[src/rtl/lpm_latch_capture.sv]
// lpm_latch_capture
//   Reader side of a level-sensitive latch. Each time the latch closes
//   (gate falls with no clear/set active), or a clear/set is newly applied,
//   the held value is snapshotted into a small first-word-fall-through FIFO.
//   A valid/ready consumer drains the FIFO. Captures that arrive while the
//   FIFO is full, with no pop in the same cycle, are dropped. A dropped
//   capture sets a sticky overflow flag.
//
// Ports
//   clock      rising-edge clock
//   reset_n    asynchronous active-low reset
//   data       held latch value (latch q), synchronous to clock
//   gate       latch enable (1 = flow-through)
//   aclr/aset  latch clear/set controls, sampled on clock
//   out_data   FIFO head value (registered, held while empty)
//   out_valid  FIFO non-empty
//   out_ready  consumer accepts head when out_valid & out_ready
//   count      number of entries held
//   overflow   sticky flag: a capture was dropped
//   ovf_clear  one-cycle pulse that clears overflow
module lpm_latch_capture #(
  parameter int lpm_width = 32,
  parameter int lpm_depth = 4,
  parameter     lpm_type  = "lpm_latch_capture"
) (
  input  logic                         clock,
  input  logic                         reset_n,
  input  logic [lpm_width-1:0]         data,
  input  logic                         gate,
  input  logic                         aclr,
  input  logic                         aset,
  output logic [lpm_width-1:0]         out_data,
  output logic                         out_valid,
  input  logic                         out_ready,
  output logic [$clog2(lpm_depth):0]   count,
  output logic                         overflow,
  input  logic                         ovf_clear
);

  localparam int PTR_W = $clog2(lpm_depth);
  localparam int CNT_W = PTR_W + 1;
  localparam logic [PTR_W-1:0] PTR_ONE = PTR_W'(1);
  localparam logic [CNT_W-1:0] CNT_ONE = CNT_W'(1);
  localparam logic [CNT_W-1:0] CNT_ZERO = CNT_W'(0);
  localparam logic [CNT_W-1:0] DEPTH_C = CNT_W'(lpm_depth);

  if ((lpm_depth < 2) || ((lpm_depth & (lpm_depth - 1)) != 0) || (lpm_type == "")) begin : g_param_check
    $error("lpm_latch_capture: lpm_depth must be a power of 2 and >= 2");
  end

  logic                 gate_d_r;
  logic                 force_d_r;
  logic [lpm_width-1:0] mem_r [lpm_depth];
  logic [PTR_W-1:0]     wr_ptr_r;
  logic [PTR_W-1:0]     rd_ptr_r;
  logic [CNT_W-1:0]     count_r;
  logic                 overflow_r;
  logic [lpm_width-1:0] out_data_r;
  logic                 out_valid_r;

  logic                 force_s;
  logic                 cap_s;
  logic                 full_s;
  logic                 pop_s;
  logic                 push_s;
  logic                 drop_s;
  logic [PTR_W-1:0]     rd_next_s;
  logic [CNT_W-1:0]     count_next_s;
  logic [lpm_width-1:0] head_next_s;

  // Edge detection on the latch controls and the FIFO accept decisions.
  always_comb begin
    force_s = aclr | aset;
    // A gate fall under an active clear/set is not a close; a held
    // clear/set captures only on its first cycle.
    cap_s   = (gate_d_r & ~gate & ~force_s) | (force_s & ~force_d_r);
    full_s  = (count_r == DEPTH_C);
    pop_s   = out_valid_r & out_ready;
    // When full, a capture is accepted only if a slot frees up this cycle.
    push_s  = cap_s & (~full_s | pop_s);
    drop_s  = cap_s & full_s & ~pop_s;
    if (pop_s) begin
      rd_next_s = rd_ptr_r + PTR_ONE;
    end else begin
      rd_next_s = rd_ptr_r;
    end
  end

  // Next occupancy and the value that will sit at the head after this edge.
  always_comb begin
    count_next_s = count_r;
    head_next_s  = out_data_r;
    case ({push_s, pop_s})
      2'b10:   count_next_s = count_r + CNT_ONE;
      2'b01:   count_next_s = count_r - CNT_ONE;
      default: count_next_s = count_r;
    endcase
    if (count_next_s != CNT_ZERO) begin
      // The slot being written this cycle is the new head only when the
      // FIFO is otherwise empty after the pop; memory is not yet updated.
      if (push_s && (wr_ptr_r == rd_next_s)) begin
        head_next_s = data;
      end else begin
        head_next_s = mem_r[rd_next_s];
      end
    end else begin
      head_next_s = out_data_r;
    end
  end

  // Control-edge history registers.
  always_ff @(posedge clock or negedge reset_n) begin
    if (!reset_n) begin
      gate_d_r  <= 1'b0;
      force_d_r <= 1'b0;
    end else begin
      gate_d_r  <= gate;
      force_d_r <= force_s;
    end
  end

  // FIFO storage, pointers, occupancy and registered head/valid outputs.
  always_ff @(posedge clock or negedge reset_n) begin
    if (!reset_n) begin
      for (int i = 0; i < lpm_depth; i++) begin
        mem_r[i] <= {lpm_width{1'b0}};
      end
      wr_ptr_r    <= {PTR_W{1'b0}};
      rd_ptr_r    <= {PTR_W{1'b0}};
      count_r     <= CNT_ZERO;
      out_data_r  <= {lpm_width{1'b0}};
      out_valid_r <= 1'b0;
    end else begin
      if (push_s) begin
        mem_r[wr_ptr_r] <= data;
        wr_ptr_r        <= wr_ptr_r + PTR_ONE;
      end
      rd_ptr_r    <= rd_next_s;
      count_r     <= count_next_s;
      out_data_r  <= head_next_s;
      out_valid_r <= (count_next_s != CNT_ZERO);
    end
  end

  // Sticky overflow; a drop in the same cycle as a clear keeps it set.
  always_ff @(posedge clock or negedge reset_n) begin
    if (!reset_n) begin
      overflow_r <= 1'b0;
    end else if (drop_s) begin
      overflow_r <= 1'b1;
    end else if (ovf_clear) begin
      overflow_r <= 1'b0;
    end
  end

  assign out_data  = out_data_r;
  assign out_valid = out_valid_r;
  assign count     = count_r;
  assign overflow  = overflow_r;

endmodule

[config.mk]
export PLATFORM = sky130hd
export DESIGN_NAME = lpm_latch_capture
export DESIGN_NICKNAME = d
export VERILOG_FILES = /design/src/rtl/lpm_latch_capture.sv
export SDC_FILE = /design/constraint.sdc
export NUM_CORES = 1
export LEC_CHECK = 0
export ABC_CLOCK_PERIOD_IN_PS = 2900
export BUFFER_PORTS_ARGS = -buffer_cell sky130_fd_sc_hd__buf_2
export CORE_ASPECT_RATIO = 0.5
export CORE_MARGIN = 5
export CORE_UTILIZATION = 30
export CTS_CLUSTER_SIZE = 14
export DETAILED_ROUTE_END_ITERATION = 8
export GPL_TIMING_DRIVEN = 0
export SLEW_MARGIN = 15
export SYNTH_ARGS = -nofsm -noshare
export SYNTH_HDL_FRONTEND = slang
export SYNTH_SLANG_ARGS = --single-unit
[constraint.sdc]
create_clock -name clock -period 2.9 [get_ports clock]
set_input_delay 0.145 -clock clock [delete_from_list [all_inputs] [get_ports clock]]
set_output_delay 0.145 -clock clock [all_outputs]
set_load 0.005 [all_outputs]
After elaboration in Yosys (flattened, before gate mapping)
Index checks and enable logic that the tools add are counted.

storage, ports and cells
  flip-flop bits (word level) = 171
  input bits = 39
  output and inout bits = 37

operators by class
  $add $sub $neg = 4
  magnitude comparators = 3
  equality and inequality tests = 4
  muxes and demuxes = 11
  bitwise operators = 17
  reductions and logical operators = 4

operators with widths
  cell                                                        count
  bitwise mux 128 bit                                         1
  two-way mux 32 bit                                          4
  binary-select mux 32 bit (select 2 bit)                     1
  demux 32 bit (select 2 bit)                                 1
  AND 1 bit                                                   7
  greater-or-equal comparator 3 bit, second input constant    2
  NOT 2 -> 3 bit                                              2
  one-hot mux 3 bit (2 select lines)                          1
  NOT 1 bit                                                   5
  adder 2 x 1 -> 2 bit, second input constant                 2
  adder 3 x 1 -> 3 bit, second input constant                 1
  equality test 3 bit, second input constant                  1
  less-than comparator 3 x 1 -> 1 bit, second input constant  1
  OR 1 bit                                                    3
  nonzero test 3 bit                                          1
  subtractor 3 x 1 -> 3 bit, second input constant            1
  equality test 2 x 1 -> 1 bit, second input constant         1
  equality test 2 bit                                         1
  equality test 2 bit, second input constant                  1
  logical AND 1 bit                                           2
  two-way mux 1 bit                                           2
  two-way mux 2 bit                                           1
  nonzero test 2 bit                                          1

Logic depth before layout (Yosys ltp)
  depth after elaboration = 8
  mapped depth = 12
  depth with buffers taken out = 8

Worst setup path after synthesis
No wires, ideal clock.

  path kind = register to register
  start = register out_valid_r (netlist: out_valid)
  end = register out_data_r[10] (netlist: out_data[10])
  arrival = 2882 ps
  data required time = 2775 ps
  slack = -107 ps
  stages on the path, launching flop included = 13
  path buffers = 5
  clock period less this slack = 3007 ps
  cell sequence = dfrtp_1 buf_2 nand2_1 clkbuf_1 clkbuf_1 nor2_1 fa_1 and2_1 o2111ai_1 and3_1 buf_6 buf_12 mux2_4

on the way
  word-level cells in the longest chain between the ends = 7
  elaborated cells on any way between the ends = 15
  classes of those cells = 3 x eq/ne; 6 x mux; 4 x bitwise; 2 x reduce/logical

ends and longest elaborated chain
  item                                                   RTL line  source
  start, declared                                        59        logic out_valid_r;
  start signal, assigned                                 141       out_valid_r <= (count_next_s != CNT_ZERO);
  AND 1 bit (*)                                          78        pop_s = out_valid_r & out_ready;
  two-way mux 2 bit                                      82        if (pop_s) begin
  NOT 2 -> 3 bit (not written as such)                   104       head_next_s = mem_r[rd_next_s];
  binary-select mux 32 bit (select 2 bit)                104
  two-way mux 32 bit (not written as such) (2 in a row)  104
  two-way mux 32 bit                                     101       if (push_s && (wr_ptr_r == rd_next_s)) begin
  end signal, assigned                                   131       out_data_r <= {lpm_width{1'b0}};
  end signal, assigned                                   140       out_data_r <= head_next_s;
  end, declared                                          58        logic [lpm_width-1:0] out_data_r;

Mark *: on every way between the ends. The rest lies on a longest branch, timed or not. The select of a mux whose other input is x is not followed.
A chain may end at the register's enable or synchronous reset.

Final worst setup path
  start = input aclr
  end = register out_data_r[23] (netlist: out_data[23])

on the way
  word-level cells in the longest chain between the ends = 8
  elaborated cells on any way between the ends = 12
  classes of those cells = 2 x eq/ne; 2 x mux; 6 x bitwise; 2 x reduce/logical

ends and longest elaborated chain
  item                                                                 RTL line  source
  start, declared                                                      30        input logic aclr,
  OR 1 bit (*)                                                         73        force_s = aclr | aset;
  NOT 1 bit                                                            76        cap_s = (gate_d_r & ~gate & ~force_s) | (force_s & ~force_d_r);
  AND 1 bit                                                            76
  OR 1 bit (*)                                                         76
  AND 1 bit (*)                                                        80        push_s = cap_s & (~full_s | pop_s);
  equality test 2 x 1 -> 1 bit or equality test 2 bit (tied branches)  93        case ({push_s, pop_s})
  one-hot mux 3 bit (2 select lines)                                   93
  nonzero test 3 bit                                                   98        if (count_next_s != CNT_ZERO) begin

Mark *: on every way between the ends. The rest lies on a longest branch, timed or not.

==> impl_metrics.csv <==
group,metric,value,unit
sta,slew_viol_final,0,
run_status,status,"completed",
synth,synthTopCellsByArea,"dfrtp_1 46%, mux2_2 17%, mux2_4 9.9%",
setup_path,cp-startpoint,"aclr",
global_routing,overflow,0,
synth,seq_area_frac_synth,46.4,%
route,drtIter0Drc,492,
synth,synth.top_cell.area_share,46.4,%
power,internal_power,8.91,mW
global_routing,antenna_found_initial,3,
power,vdd_ir_drop_max,0.000510,V
synth,synth_simple_gate_area_share,5.19,%
final_layout,drive_above_1_share,43.3,%
synth,async_flop_share,100,%
final_layout,design_area,11100,um2
synth,synth_flop_cell,"dfrtp_1",
final_layout,finalNetCount,858,
sta,hold_ws,0.0106,ns
final_layout,final_common_cell,"dfrtp_1",
synth,netlist_area,9220,um2
clock_network,cts_max_path_buffers,2,
route,wire_per_inst,21.4,um
synth,yosys.area_share.xor_xnor,0.475,%
route,first_pass_iters,5,
synth,synthMuxAreaShare,29.8,%
die,die_h,134,um
route,vias_per_cell,5.48,
synth,synth_edf_count,0,
setup_path,crit_path_end,"out_data[23]$_DFFE_PN0P_",
placement,dpl-instance-area,10100,um2
setup_path,ff2ff_path_depth,12,
power,pwr-share-seq,31.2,%
setup_path,cp_slowest_cell,"or4b_4",
die,std_cell_rows,45,
setup_path,crit-reg2reg-capture,"out_data[23]$_DFFE_PN0P_",
power,swShare,36.3,%
setup_path,worst_setup_path_start_kind,"primary input",
global_routing,grt_use_total,15.0,%
power,clkPwrFrac,17.6,%
die,core_area,30300,um2
synth,synth_top_family_by_area,"multiplexers",
clock_network,clk_latency,0.43,ns
clock_network,numCtsBuffers,17,
power,p_per_area,1260,nW/um2
setup_path,cp_data_required_time,3.22,ns
setup_path,crit_fanout,10,
setup_path,arrival,3.13,ns
synth,ys_seq_elements,171,
route,drc,0,
setup_path,crit_path_cell_trace,"dlygate4sd3_1 -> buf_2 -> or4b_4 -> nand2_4 -> nor2_4 -> fa_2 -> and2_1 -> o2111ai_1 -> and3_1 -> buf_8 -> buf_12 -> mux2_4",
route,ant_nets,0,
setup_path,cp-end-kind,"register",
final_layout,ff_latch_area,4280,um2
power,power_switching,5.07,mW
sta,finalCriticalPeriod,2.81,ns
clock_network,cts_root_buf,"clkbuf_16",
final_layout,postLayoutCoreUtil,36.7,%
sta,final_hold_viol_count,0,
sta,setup_slack,0.0872,ns
placement,gp_congestion,0.823,
placement,place_ws,-0.473,ns
global_routing,grt_pass1_wl,41400,um
setup_path,worstSetupPathType,"primary input to register",
synth,syn_inst,690,
die,ios,76,
final_layout,multiInputGateArea,4560,um2
sta,setup_viol_count_final,0,
synth,synthAdderAreaFrac,0.760,%
sta,clock.fmax,356,MHz
sta,worstMarginPinSlew,0.813,ns
clock_network,htreeDepth,4,
route,routed_wl,26300,um
global_routing,grt_pass1_vias,7236,
sta,post-route-period-util,97.0,%
clock_network,clkTransAtPathRegs,0.07,ns
global_routing,grt_max_degree,92,
setup_path,rr_startpoint,"out_valid$_DFF_PN0_",
synth,synth_nets,734,
clock_network,tritoncts,"done",
clock_network,cts.sinks,171,
setup_path,rrSetupSlack,0.12,ns
power,power.leakage,4.77,nW
die,dieArea,34500,um2
sta,skew,0.00875,ns
die,start_util,30.4,%
synth,synth_area_per_cell,13.4,um2
final_layout,area_delta_synth_final,20.7,%
sta,slew_headroom,45.8,%
final_layout,fillers,2955,
flow_run,drv_cap,0,
route,vias,6735,
synth,synth_top_area_cell,"dfrtp_1",
synth,synth.distinct_cells,47,
die,die_x,258,um
final_layout,final_cell_mix,"171 x dfrtp_1, 140 x mux2_2, 91 x buf_2, 63 x o221ai_1, 61 x mux2_4",
power,totalPowerFinal,14.0,mW
synth,synth_compound_area_share,12.9,%
power,combPwrFrac,51.3,%
setup_path,cp_slowest_stage_delay,0.55,ns
synth,ys_warn_count,0,
placement,place.port_buffers,75,
placement,hpwlAfterDp,17000,um
hold_path,hp-class,"primary input to register",
logic make-up after synthesis:
group                    Yosys count
buffers and inverters             78
XOR/XNOR                           5
AO/OA/AOI/OAI                    145
flip-flops                       171
multiplexers                     224
AND/OR/NAND/NOR                   62
adder cells (fa/ha/maj)            5
cell usage after synthesis (2+ instances only):
cell and n:
nand4b_1 31, mux2_4 61, buf_12 3, xnor2_1 5, o2111ai_1 2, o31ai_1 32, nand2_1 4, a22oi_1 31
dfrtp_1 171, buf_2 18, o221ai_1 63, o31a_1 3, mux2_1 23, and2_1 7, ha_1 4, mux2_2 140
buf_6 5, nor2b_1 2, buf_1 7, or2_2 2, clkbuf_1 40, inv_1 5, nor2_1 5, and3_1 3
per-stage QoR:
stage,setup TNS (ns),cells
after detailed placement,-14.11,1165
after floorplan,0,690
after global placement,-188.25,1164
final,0,1229
after CTS,0,1219
after global routing,-0.000332,1229
sequential cells by signal, summed over array words and instances, names as in the netlist:
| signal | flops |
|---|---|
| gate_d_r | 1 |
| force_d_r | 1 |
| count | 3 |
| out_valid | 1 |
| wr_ptr_r | 2 |
| overflow | 1 |
| out_data | 32 |
| mem_r | 128 |
| rd_ptr_r | 2 |
worst min-delay path by stage:
stage	startpoint	end	slack, ns	depth (start not counted)
final	data[17]	mem_r[81]$_DFFE_PN0P_	0.01	2
after floorplan	reset_n	count[0]$_DFF_PN0_	-0.15	0
after CTS	data[8]	mem_r[40]$_DFFE_PN0P_	0.004	2
after global routing	data[17]	mem_r[81]$_DFFE_PN0P_	0.009	2
after detailed placement	reset_n	force_d_r$_DFF_PN0_	0.18	1
after global placement	gate	gate_d_r$_DFF_PN0_	0.27	1
layout make-up:
cell class,instances,share of cell area (%)
Antenna cell,3,0.0675
Buffer,73,3.73
Clock buffer,17,3.82
Clock inverter,15,1.80
Inverter,5,0.169
Multi-Input combinational cell,441,41.0
Sequential cell,171,38.5
Tap cell,399,4.49
Timing Repair Buffer,105,6.46
per-layer routing:
metal | wire length, um | share of wire, % | vias to the layer above | global-route usage [%]
li1 | - | - | 2960 | -
met1 | 11800 | 45 | 3502 | 19.7
met2 | 12700 | 48 | 229 | 24.9
met3 | 1150 | 4.4 | 44 | 2.58
met4 | 618 | 2.4 | 0 | 6.07
met5 | 0 | 0 | - | 0
power by group through the flow:
stage / registers (mW) / clock network (mW) / logic, mW
after floorplan: 4.19 / 0 / 5.19
after global placement: 4.28 / 0 / 6.70
after detailed placement: 4.37 / 0 / 6.90
after CTS: 4.34 / 2.50 / 7.01
after global routing: 4.49 / 2.59 / 7.68
final: 4.35 / 2.45 / 7.17
timing repair:
item | CTS | global route
hold buffers | 21 | 0
hold endpoints to repair | 110 | 0
gates resized for setup | 11 | 6
endpoints found under the setup margin | 33 | 29
gates cloned | 0 | 2
pin swaps | 0 | 2
setup buffers | 1 | 5
worst max-delay path: cells and delay by family:
kind / cells / cell delay, ns
AND/OR/NAND/NOR: 5 / 1.10
buffers and inverters: 4 / 1.00
AO/OA/AOI/OAI: 1 / 0.17
multiplexers: 1 / 0.31
adder cells (fa/ha/maj): 1 / 0.37
Note: power is estimated with default switching activity, not from simulation.
